File: config.mk
export PLATFORM = sky130hd
export DESIGN_NAME = tile_pixel_locator
export DESIGN_NICKNAME = d
export VERILOG_FILES = /design/src/rtl/dice_race_pkg.sv /design/src/rtl/tile_x_tracker.sv /design/src/rtl/tile_pixel_locator.sv
export SDC_FILE = /design/constraint.sdc
export NUM_CORES = 1
export LEC_CHECK = 0
export CAP_MARGIN = 20
export CORE_MARGIN = 5
export CORE_UTILIZATION = 40
export CTS_CLUSTER_DIAMETER = 150
export CTS_CLUSTER_SIZE = 8
export DETAILED_ROUTE_END_ITERATION = 7
export PLACE_DENSITY = 0.63
export SYNTH_ARGS = -nofsm -noshare
export SYNTH_HDL_FRONTEND = slang
export SYNTH_SLANG_ARGS = --single-unit
File: constraint.sdc
create_clock -name clk -period 2.95 [get_ports clk]
set_input_delay 0.59 -clock clk [delete_from_list [all_inputs] [get_ports clk]]
set_output_delay 0.59 -clock clk [all_outputs]
set_load 0.1 [all_outputs]
File: src/rtl/dice_race_pkg.sv
// Board geometry shared by the tile locator and the tile-index-to-coordinate mapper.
package dice_race_pkg;

  localparam int NUM_TILES  = 11;
  localparam int TILE_PITCH = 60;
  localparam int TILE_W     = 40;
  localparam int TILE_H     = 40;
  localparam int ROW_Y_TOP  = 100;

  typedef logic [3:0] tile_idx_t;

  localparam tile_idx_t TILE_NONE = 4'hF;

  typedef enum logic {
    UNLOCKED = 1'b0,
    LOCKED   = 1'b1
  } locator_state_e;

endpackage

File: src/rtl/tile_x_tracker.sv
// Divider-free horizontal tile tracker: follows the scan x position with
// segment/tile counters locked at x==0 and flags out-of-order pixels.
module tile_x_tracker
  import dice_race_pkg::*;
(
  input  logic       clk,
  input  logic       reset,
  input  logic       i_pix_valid,
  input  logic [9:0] i_pix_x,
  output logic       o_track,
  output logic [5:0] o_seg_cur,
  output tile_idx_t  o_tile_cur,
  output logic       o_sync_err
);

  localparam logic [5:0] SEG_LAST = 6'(TILE_PITCH - 1);
  localparam tile_idx_t  TILE_SAT = 4'(NUM_TILES);

  locator_state_e r_state;
  locator_state_e w_state_next;
  logic [5:0]     r_seg_cnt;
  tile_idx_t      r_tile_cnt;
  logic [9:0]     r_exp_x;

  // Counters only move on tracked pixels; the next expected x is always pix_x+1.
  always_ff @(posedge clk) begin
    if (reset) begin
      r_state    <= UNLOCKED;
      r_seg_cnt  <= '0;
      r_tile_cnt <= '0;
      r_exp_x    <= '0;
    end else begin
      r_state <= w_state_next;
      if (o_track) begin
        r_seg_cnt  <= o_seg_cur;
        r_tile_cnt <= o_tile_cur;
        r_exp_x    <= i_pix_x + 10'd1;
      end
    end
  end

  always_comb begin
    w_state_next = r_state;
    o_track      = 1'b0;
    o_seg_cur    = '0;
    o_tile_cur   = '0;
    o_sync_err   = 1'b0;
    if (i_pix_valid) begin
      if (i_pix_x == 10'd0) begin
        o_track      = 1'b1;
        w_state_next = LOCKED;
      end else if (r_state == LOCKED) begin
        if (i_pix_x == r_exp_x) begin
          o_track = 1'b1;
          if (r_seg_cnt == SEG_LAST) begin
            o_seg_cur  = '0;
            o_tile_cur = (r_tile_cnt == TILE_SAT) ? r_tile_cnt : r_tile_cnt + 4'd1;
          end else begin
            o_seg_cur  = r_seg_cnt + 6'd1;
            o_tile_cur = r_tile_cnt;
          end
        end else begin
          o_sync_err   = 1'b1;
          w_state_next = UNLOCKED;
        end
      end
    end
  end

endmodule

File: src/rtl/tile_pixel_locator.sv
// Maps the display scan (x, y) to board tile index and in-tile offset, 1-cycle latency.
// Optional border flag enabled by defining TILE_PIXEL_BORDER_EN.
module tile_pixel_locator
  import dice_race_pkg::*;
(
  input  logic       clk,
  input  logic       reset,
  input  logic       pix_valid,
  input  logic [9:0] pix_x,
  input  logic [9:0] pix_y,
  output logic       out_valid,
  output logic [3:0] tile_idx,
  output logic [5:0] local_x,
  output logic [5:0] local_y,
  output logic       in_tile,
  output logic       on_border,
  output logic       sync_err
);

  localparam logic [9:0] Y_TOP    = 10'(ROW_Y_TOP);
  localparam logic [9:0] Y_END    = 10'(ROW_Y_TOP + TILE_H);
  localparam logic [5:0] SEG_W    = 6'(TILE_W);
  localparam tile_idx_t  TILE_SAT = 4'(NUM_TILES);

  logic       w_track;
  logic [5:0] w_seg_cur;
  tile_idx_t  w_tile_cur;
  logic       w_sync_err;
  logic       w_y_in;
  logic       w_hit;
  logic [5:0] w_local_y;

  logic       r_out_valid;
  tile_idx_t  r_tile_idx;
  logic [5:0] r_local_x;
  logic [5:0] r_local_y;
  logic       r_in_tile;
  logic       r_sync_err;

  tile_x_tracker u_x_tracker (
    .clk         (clk),
    .reset       (reset),
    .i_pix_valid (pix_valid),
    .i_pix_x     (pix_x),
    .o_track     (w_track),
    .o_seg_cur   (w_seg_cur),
    .o_tile_cur  (w_tile_cur),
    .o_sync_err  (w_sync_err)
  );

  // Both bounds tested at full width so rows above the board cannot wrap into a hit.
  assign w_y_in    = (pix_y >= Y_TOP) && (pix_y < Y_END);
  assign w_hit     = w_track && (w_tile_cur < TILE_SAT) && (w_seg_cur < SEG_W) && w_y_in;
  assign w_local_y = 6'(pix_y - Y_TOP);

  always_ff @(posedge clk) begin
    if (reset) begin
      r_out_valid <= 1'b0;
      r_tile_idx  <= TILE_NONE;
      r_local_x   <= '0;
      r_local_y   <= '0;
      r_in_tile   <= 1'b0;
      r_sync_err  <= 1'b0;
    end else begin
      r_out_valid <= pix_valid;
      r_sync_err  <= w_sync_err;
      if (pix_valid) begin
        r_in_tile  <= w_hit;
        r_tile_idx <= w_hit ? w_tile_cur : TILE_NONE;
        r_local_x  <= w_hit ? w_seg_cur : 6'd0;
        r_local_y  <= w_hit ? w_local_y : 6'd0;
      end
    end
  end

`ifdef TILE_PIXEL_BORDER_EN
  logic w_border;
  logic r_on_border;

  assign w_border = w_hit && ((w_seg_cur == 6'd0) || (w_seg_cur == 6'(TILE_W - 1)) ||
                              (w_local_y == 6'd0) || (w_local_y == 6'(TILE_H - 1)));

  always_ff @(posedge clk) begin
    if (reset) begin
      r_on_border <= 1'b0;
    end else if (pix_valid) begin
      r_on_border <= w_border;
    end
  end

  assign on_border = r_on_border;
`else
  assign on_border = 1'b0;
`endif

  assign out_valid = r_out_valid;
  assign tile_idx  = r_tile_idx;
  assign local_x   = r_local_x;
  assign local_y   = r_local_y;
  assign in_tile   = r_in_tile;
  assign sync_err  = r_sync_err;

endmodule

==> run_results.csv, run 1 <==
group,metric,value,unit
status,status,"complete, no violations",
layout,fill_cells,502,
logic_synthesis,synthArstFlopShare,0,%
hold_path,min_to,"in_tile$_SDFFE_PP0P_",
pwr,irDropWorstVdd,0.2288,mV
run,cap_violations,0,
floorplanning,coreArea,0.005140,mm2
worst_setup_path,regToRegEndpoint,"local_x[4]$_SDFFE_PP0P_",
clock_tree,cts_tree,"done",
timing,final_hold_viol_count,0,
place,place_ws,0.08857,ns
clock_tree,cts_buffer_depth,2,
timing,setup_ws,0.3761,ns
timing,skew,0.006627,ns
worst_setup_path,arrival,2.77,ns
layout,final_nets,339,
timing,period_share,87.25,%
route,initialDrtViolationCount,69,
global_routing,grt_pass1_wl,8383,um
clock_tree,cts_buffers,5,
timing,drv_slew,0,
pwr,p_per_area,404.8,mW/mm2
floorplanning,fp.dieW,83.14,um
route,drtAntennaViolNets,0,
global_routing,grt_pass1_vias,1842,
hold_path,hold_class,"reg -> reg",
logic_synthesis,syn-num-nets,284,
worst_setup_path,path_delay_family,"buffers and inverters",
route,dr.pass1.iters,6,
route,route.detailed.drc,0,
timing,layout_min_cycle_time,2.574,ns
logic_synthesis,synthFlopType,"dfxtp_1",
floorplanning,die-area,0.006911,mm2
logic_synthesis,syn_area,0.002140,mm2
worst_setup_path,cp_data_required_time,3.15,ns
logic_synthesis,synth_edf_count,0,
pwr,p_total,1138,uW
worst_setup_path,r2r_slack,0.62,ns
layout,finalNonFillerCells,380,
worst_setup_path,end_kind,"flip-flop",
clock_tree,clock-root-buffer,"clkbuf_8",
global_routing,grt_overflow,0,
worst_setup_path,path_max_fanout,13,
clock_tree,hold_buffers,0,
place,dp_hpwl,3723,um
worst_setup_path,path_class,"in -> reg",
timing,setup_viol,0,
floorplanning,fp.dieH,83.14,um
timing,relSlewSlack,47.17,%
floorplanning,initial_core_util,41.63,%
global_routing,grtUsageTotal,14.34,%
worst_setup_path,r2r-start,"u_x_tracker.r_seg_cnt[0]$_SDFFE_PP0P_",
place,gp_congestion,0.7825,
hold_path,holdPathStages,2,
timing,fmax,388.5,MHz
layout,area_growth,31.35,%
clock_tree,cts_resized,0,
timing,max_slew.worst_pin.slew,0.7895,ns
global_routing,grt_antenna_before_repair,0,
logic_synthesis,synth.distinct_cells,50,
logic_synthesis,syn_avg_cell_area,8.423,um2
global_routing,grt_max_degree,24,
layout,diodes,0,
clock_tree,clk_latency,0.28,ns
clock_tree,cts_setup_buffers,0,
layout,drive_gt1_share,17.42,%
timing,rsz0062_at_grt,"no",
worst_setup_path,max_stage_delay,0.56,ns
clock_tree,path_clk_slew,0.08,ns
worst_setup_path,worst-path-buf-inv,4,
logic_synthesis,yosysWarnings,0,
floorplanning,ioPinCount,43,
worst_setup_path,reg2reg_depth,8,
worst_setup_path,crit_path_top_delay_cell,"clkdlybuf4s50_1",
route,routed_via_density,5.045,
route,wl_per_cell,12.74,um
place,numPortBuffers,41,
logic_synthesis,ys_ff_latch,40,
logic_synthesis,seq_area_frac_synth,37.43,%
place,dp.cells,372,
logic_synthesis,synthCells,254,
route,num_vias,1917,
clock_tree,cts_sinks,40,
pwr,p_leak,0.001085,uW
worst_setup_path,path_cells,"clkdlybuf4s50_1, inv_1, ha_1, inv_1, a311oi_1, nor4bb_1, o2111ai_1, a311o_2, buf_12, o31ai_1",
timing,fin_hold_ws,0.4492,ns
worst_setup_path,crit_top_cell,"inv_1",
clock_tree,htreeDepth,2,
timing,setup_tns,0,ns
floorplanning,row_count,26,
hold_path,min_from,"in_tile$_SDFFE_PP0P_",
worst_setup_path,start_kind,"input port",
route,routed_wl,4842,um
-- Yosys cell counts (2+ instances only) --
| master | count | area share, % |
|---|---|---|
| dfxtp_1 | 40 | 37 |
| nand2_1 | 26 | 4.6 |
| nor2_1 | 25 | 4.4 |
| xnor2_1 | 21 | 8.6 |
| a21oi_1 | 14 | 3.3 |
| nor3_1 | 11 | 2.6 |
| inv_1 | 9 | 1.6 |
| nand3_1 | 9 | 2.1 |
| clkbuf_1 | 8 | 1.4 |
| and3_1 | 7 | 2.0 |
| ha_1 | 7 | 4.1 |
| o21ai_1 | 7 | 1.6 |
| and2_1 | 6 | 1.8 |
| nand2b_1 | 5 | 1.5 |
| xor2_1 | 5 | 2.0 |
| a2bb2oi_1 | 4 | 1.6 |
| nand4_1 | 4 | 1.2 |
| o21ai_0 | 3 | 0.70 |
| o22a_1 | 3 | 1.2 |
| o31ai_1 | 3 | 1.1 |
| a22oi_1 | 2 | 0.70 |
| a311oi_1 | 2 | 0.82 |
| a31oi_1 | 2 | 0.58 |
| buf_4 | 2 | 0.70 |
| nor2b_1 | 2 | 0.58 |
| o21a_1 | 2 | 0.70 |
| o31ai_2 | 2 | 1.2 |
-- cells by family after synthesis --
| kind of cell | Yosys count | share of synthesized area, % |
|---|---|---|
| AO/OA/AOI/OAI | 53 | 17.72 |
| XOR/XNOR | 26 | 10.64 |
| flip-flops | 40 | 37.43 |
| buffers and inverters | 21 | 4.444 |
| AND/OR/NAND/NOR | 104 | 24.50 |
| adder cells (fa/ha/maj) | 7 | 4.093 |
| other | 1 | 0.1753 |
| multiplexers | 2 | 0.9941 |
-- where the power goes --
group,total (uW),internal [uW],leakage [uW],switching (uW)
Clock,486,299,0.0000645,187
Sequential,540,540,0.000322,0.228
Combinational,111,53.9,0.000698,57.3
Total,1140,893,0.00108,245
-- per-stage QoR --
stage          util [%]  cell area, um2
2_1_floorplan         -            2140
3_3_place_gp      52.22            2684
3_5_place_dp      52.22            2684
4_1_cts           54.67            2810
5_1_grt           54.67            2810
6_report          54.67            2810
-- worst register-to-register path, stage by stage, from the launching register on --
cell and delay (ns):
dfxtp_1 0.38, ha_1 0.28, and4b_1 0.23, and2_1 0.20
a221oi_1 0.28, a31oi_1 0.09, a311o_2 0.44, buf_12 0.16
o31ai_1 0.21
-- worst max-delay path by stage --
stage / startpoint / endpoint / slack, ns / cells after the start
floorplan: pix_x[0] / local_x[1]$_SDFFE_PP0P_ / 0.76 / 9
global placement: pix_y[2] / local_x[4]$_SDFFE_PP0P_ / 0.14 / 10
detailed placement: pix_y[2] / local_x[3]$_SDFFE_PP0P_ / 0.09 / 10
CTS: pix_y[2] / local_x[3]$_SDFFE_PP0P_ / 0.38 / 10
global route: pix_y[2] / local_x[2]$_SDFFE_PP0P_ / 0.22 / 10
finish: pix_y[2] / local_x[4]$_SDFFE_PP0P_ / 0.38 / 10
-- layer usage --
layer | part of all wire [%] | track usage [%] | vias to the layer above | routed length, um
met5 | 0 | 0 | - | 0
met4 | 0.54 | 3.120 | 0 | 26
met3 | 4.0 | 3.366 | 2 | 196
met2 | 48 | 24.34 | 27 | 2301
met1 | 48 | 18.45 | 890 | 2318
li1 | - | - | 998 | -
-- cells in the final DEF, fill, tap and decap left out, drive strengths merged, types with 2 or more instances in the layout --
master and n:
dfxtp 40, buf 38, nand2 26, nor2 25, clkdlybuf4s50 22, xnor2 21, a21oi 14, nor3 11
o21ai 10, inv 9, nand3 9, and3 7, ha 7, clkbuf 7, and2 6, o31ai 6
xor2 5, nand2b 5, nand4 5, a2bb2oi 4, o22a 3, nor2b 2, a311oi 2, a31oi 2
a22oi 2, o21a 2, nor4 2
-- final cells by class --
type	instances	area, um2	area share (%)
Inverter	9	33.78	1.202
Tap cell	70	87.58	3.117
Sequential cell	40	800.8	28.50
Clock inverter	1	30.03	1.069
Clock buffer	7	96.34	3.428
Multi-Input combinational cell	193	1244	44.26
Timing Repair Buffer	60	518.0	18.43
-- sequential cells by signal, indices dropped and copies added, names as in the netlist --
name and count:
u_x_tracker.r_tile_cnt 4, out_valid 1, u_x_tracker.r_seg_cnt 6, local_x 6
in_tile 1, local_y 6, tile_idx 4, u_x_tracker.r_exp_x 10
u_x_tracker.r_state 1, sync_err 1
Power figures use the tool's default switching activity.
==> run 2, diff against run 1 <==
--- a/config.mk
+++ b/config.mk
@@ -11,6 +11,7 @@
 export CTS_CLUSTER_DIAMETER = 150
 export CTS_CLUSTER_SIZE = 8
 export DETAILED_ROUTE_END_ITERATION = 7
+export MAX_ROUTING_LAYER = met4
 export PLACE_DENSITY = 0.63
 export SYNTH_ARGS = -nofsm -noshare
 export SYNTH_HDL_FRONTEND = slang
==> run 2 against run 1 <==
Critical path depth did not move. Non-clock buffer count stayed put. Sequential power barely moved. Sequential cell count unchanged. Global-route usage grew 0.40 points. First-iteration DRC count up 2.9%. Critical endpoint unchanged. Highest routed layer unchanged.
==> run_results.csv, run 2 (synthesis gave the netlist of run 1 again) <==
group,metric,value,unit
status,status,"complete, no violations",
floorplanning,initial_core_util,41.63,%
layout,layout_commonest_cell,"dfxtp_1",
clock_tree,path_clk_slew,0.08,ns
floorplanning,fp.dieH,83.14,um
run,cap_violations,0,
hold_path,holdPathStages,2,
clock_tree,cts_sinks,40,
global_routing,grtUsageTotal,14.74,%
layout,fill_cells,502,
layout,final_nets,339,
worst_setup_path,cp.depth,10,
worst_setup_path,path_cells,"clkdlybuf4s50_1, inv_1, ha_1, inv_1, a311oi_1, nor4bb_1, o2111ai_1, a311o_2, buf_12, o31ai_1",
worst_setup_path,path_class,"in -> reg",
route,drtAntennaViolNets,0,
pwr,irDropWorstVdd,0.2289,mV
global_routing,grt_max_degree,24,
pwr,p_per_area,404.8,mW/mm2
floorplanning,ioPinCount,43,
worst_setup_path,cp_data_required_time,3.15,ns
timing,setup_viol,0,
layout,final_cell_mix,"dfxtp_1 (40), buf_4 (37), nand2_1 (26)",
worst_setup_path,worst-path-buf-inv,4,
layout,area_growth,31.35,%
route,wl_per_cell,12.77,um
layout,multi_input_area,0.001244,mm2
timing,fmax,388.5,MHz
global_routing,grt_pass1_wl,8376,um
clock_tree,cts_tree,"done",
place,dp_hpwl,3723,um
worst_setup_path,start_kind,"input port",
worst_setup_path,reg2reg_depth,8,
floorplanning,fp.dieW,83.14,um
global_routing,grt_pass1_vias,1843,
worst_setup_path,arrival,2.77,ns
route,routed_wl,4852,um
place,gp_congestion,0.7934,
floorplanning,row_count,26,
clock_tree,clk_latency,0.28,ns
clock_tree,cts_buffers,5,
pwr,p_leak,0.001085,uW
clock_tree,htreeDepth,2,
global_routing,grt_overflow,0,
clock_tree,cts_buffer_depth,2,
timing,period_share,87.25,%
route,initialDrtViolationCount,71,
worst_setup_path,crit_path_top_delay_cell,"clkdlybuf4s50_1",
timing,layout_min_cycle_time,2.574,ns
place,numPortBuffers,41,
layout,drive_gt1_share,17.42,%
timing,rsz0062_at_grt,"no",
timing,skew,0.006765,ns
global_routing,grt_antenna_before_repair,0,
timing,max_slew.worst_pin.slew,0.7899,ns
clock_tree,clock-root-buffer,"clkbuf_8",
route,num_vias,1917,
layout,regMostFlops,"u_x_tracker.r_exp_x",
timing,final_hold_viol_count,0,
floorplanning,die-area,0.006911,mm2
floorplanning,coreArea,0.005140,mm2
timing,drv_slew,0,
clock_tree,cts_setup_buffers,0,
route,routed_via_density,5.045,
worst_setup_path,path_delay_family,"buffers and inverters",
worst_setup_path,path_max_fanout,13,
hold_path,hold_class,"reg -> reg",
worst_setup_path,end_kind,"flip-flop",
worst_setup_path,crit_top_cell,"inv_1",
worst_setup_path,max_stage_delay,0.56,ns
layout,diodes,0,
layout,largest_reg_flops,10,
timing,relSlewSlack,47.14,%
route,route.detailed.drc,0,
clock_tree,cts_resized,0,
clock_tree,hold_buffers,0,
timing,setup_tns,0,ns
layout,regArea,800.8,um2
pwr,p_total,1138,uW
route,dr.pass1.iters,6,
## run 2: cell counts in the layout (fill, tap and decap cells not counted)
Identical to the previous run, type by type.
## run 2: report_power, final
group / switching, uW / internal, uW / total, uW
logic: 57.3 / 53.9 / 111
registers: 0.228 / 540 / 540
clock network: 187 / 299 / 486
total: 245 / 893 / 1140
## run 2: cell type report
class                      count  area share [%]
timing repair buffer          60           18.43
tap                           70           3.117
multi-input combinational    193           44.26
inverter                       9           1.202
sequential                    40           28.50
clock buffer                   7           3.428
clock inverter                 1           1.069
## run 2: final timing paths
check             slack, ns                             startpoint                 endpoint
setup / recovery       0.38                               pix_y[2]  local_x[4]$_SDFFE_PP0P_
hold / removal         0.45                   in_tile$_SDFFE_PP0P_     in_tile$_SDFFE_PP0P_
setup reg to reg       0.62  u_x_tracker.r_seg_cnt[0]$_SDFFE_PP0P_  local_x[4]$_SDFFE_PP0P_
hold reg to reg        0.45                   in_tile$_SDFFE_PP0P_     in_tile$_SDFFE_PP0P_
## run 2: per-layer routing
metal | GRT usage (%) | vias up | part of all wire, %
li1 | - | 998 | -
met4 | 3.120 | 0 | 0.56
met1 | 18.57 | 892 | 48
met3 | 3.168 | 2 | 3.5
met5 | - | - | 0
met2 | 24.34 | 25 | 47
## run 2: metrics by stage
stage	cell area, um2	hold WS [ns]	util, %	instances	worst slack, ns
2_1_floorplan	2140	0.4635	-	254	0.7573
3_3_place_gp	2684	0.4338	52.22	372	0.1448
3_5_place_dp	2684	0.4436	52.22	372	0.08857
4_1_cts	2810	0.4561	54.67	380	0.3814
5_1_grt	2810	0.4709	54.67	380	0.2230
6_report	2810	0.4492	54.67	380	0.3761
## run 2: worst register-to-register path, cell delays in order (launching register included)
cell      delay, ns
dfxtp_1        0.38
ha_1           0.28
and4b_1        0.23
and2_1         0.20
a221oi_1       0.28
a31oi_1        0.09
a311o_2        0.44
buf_12         0.16
o31ai_1        0.21
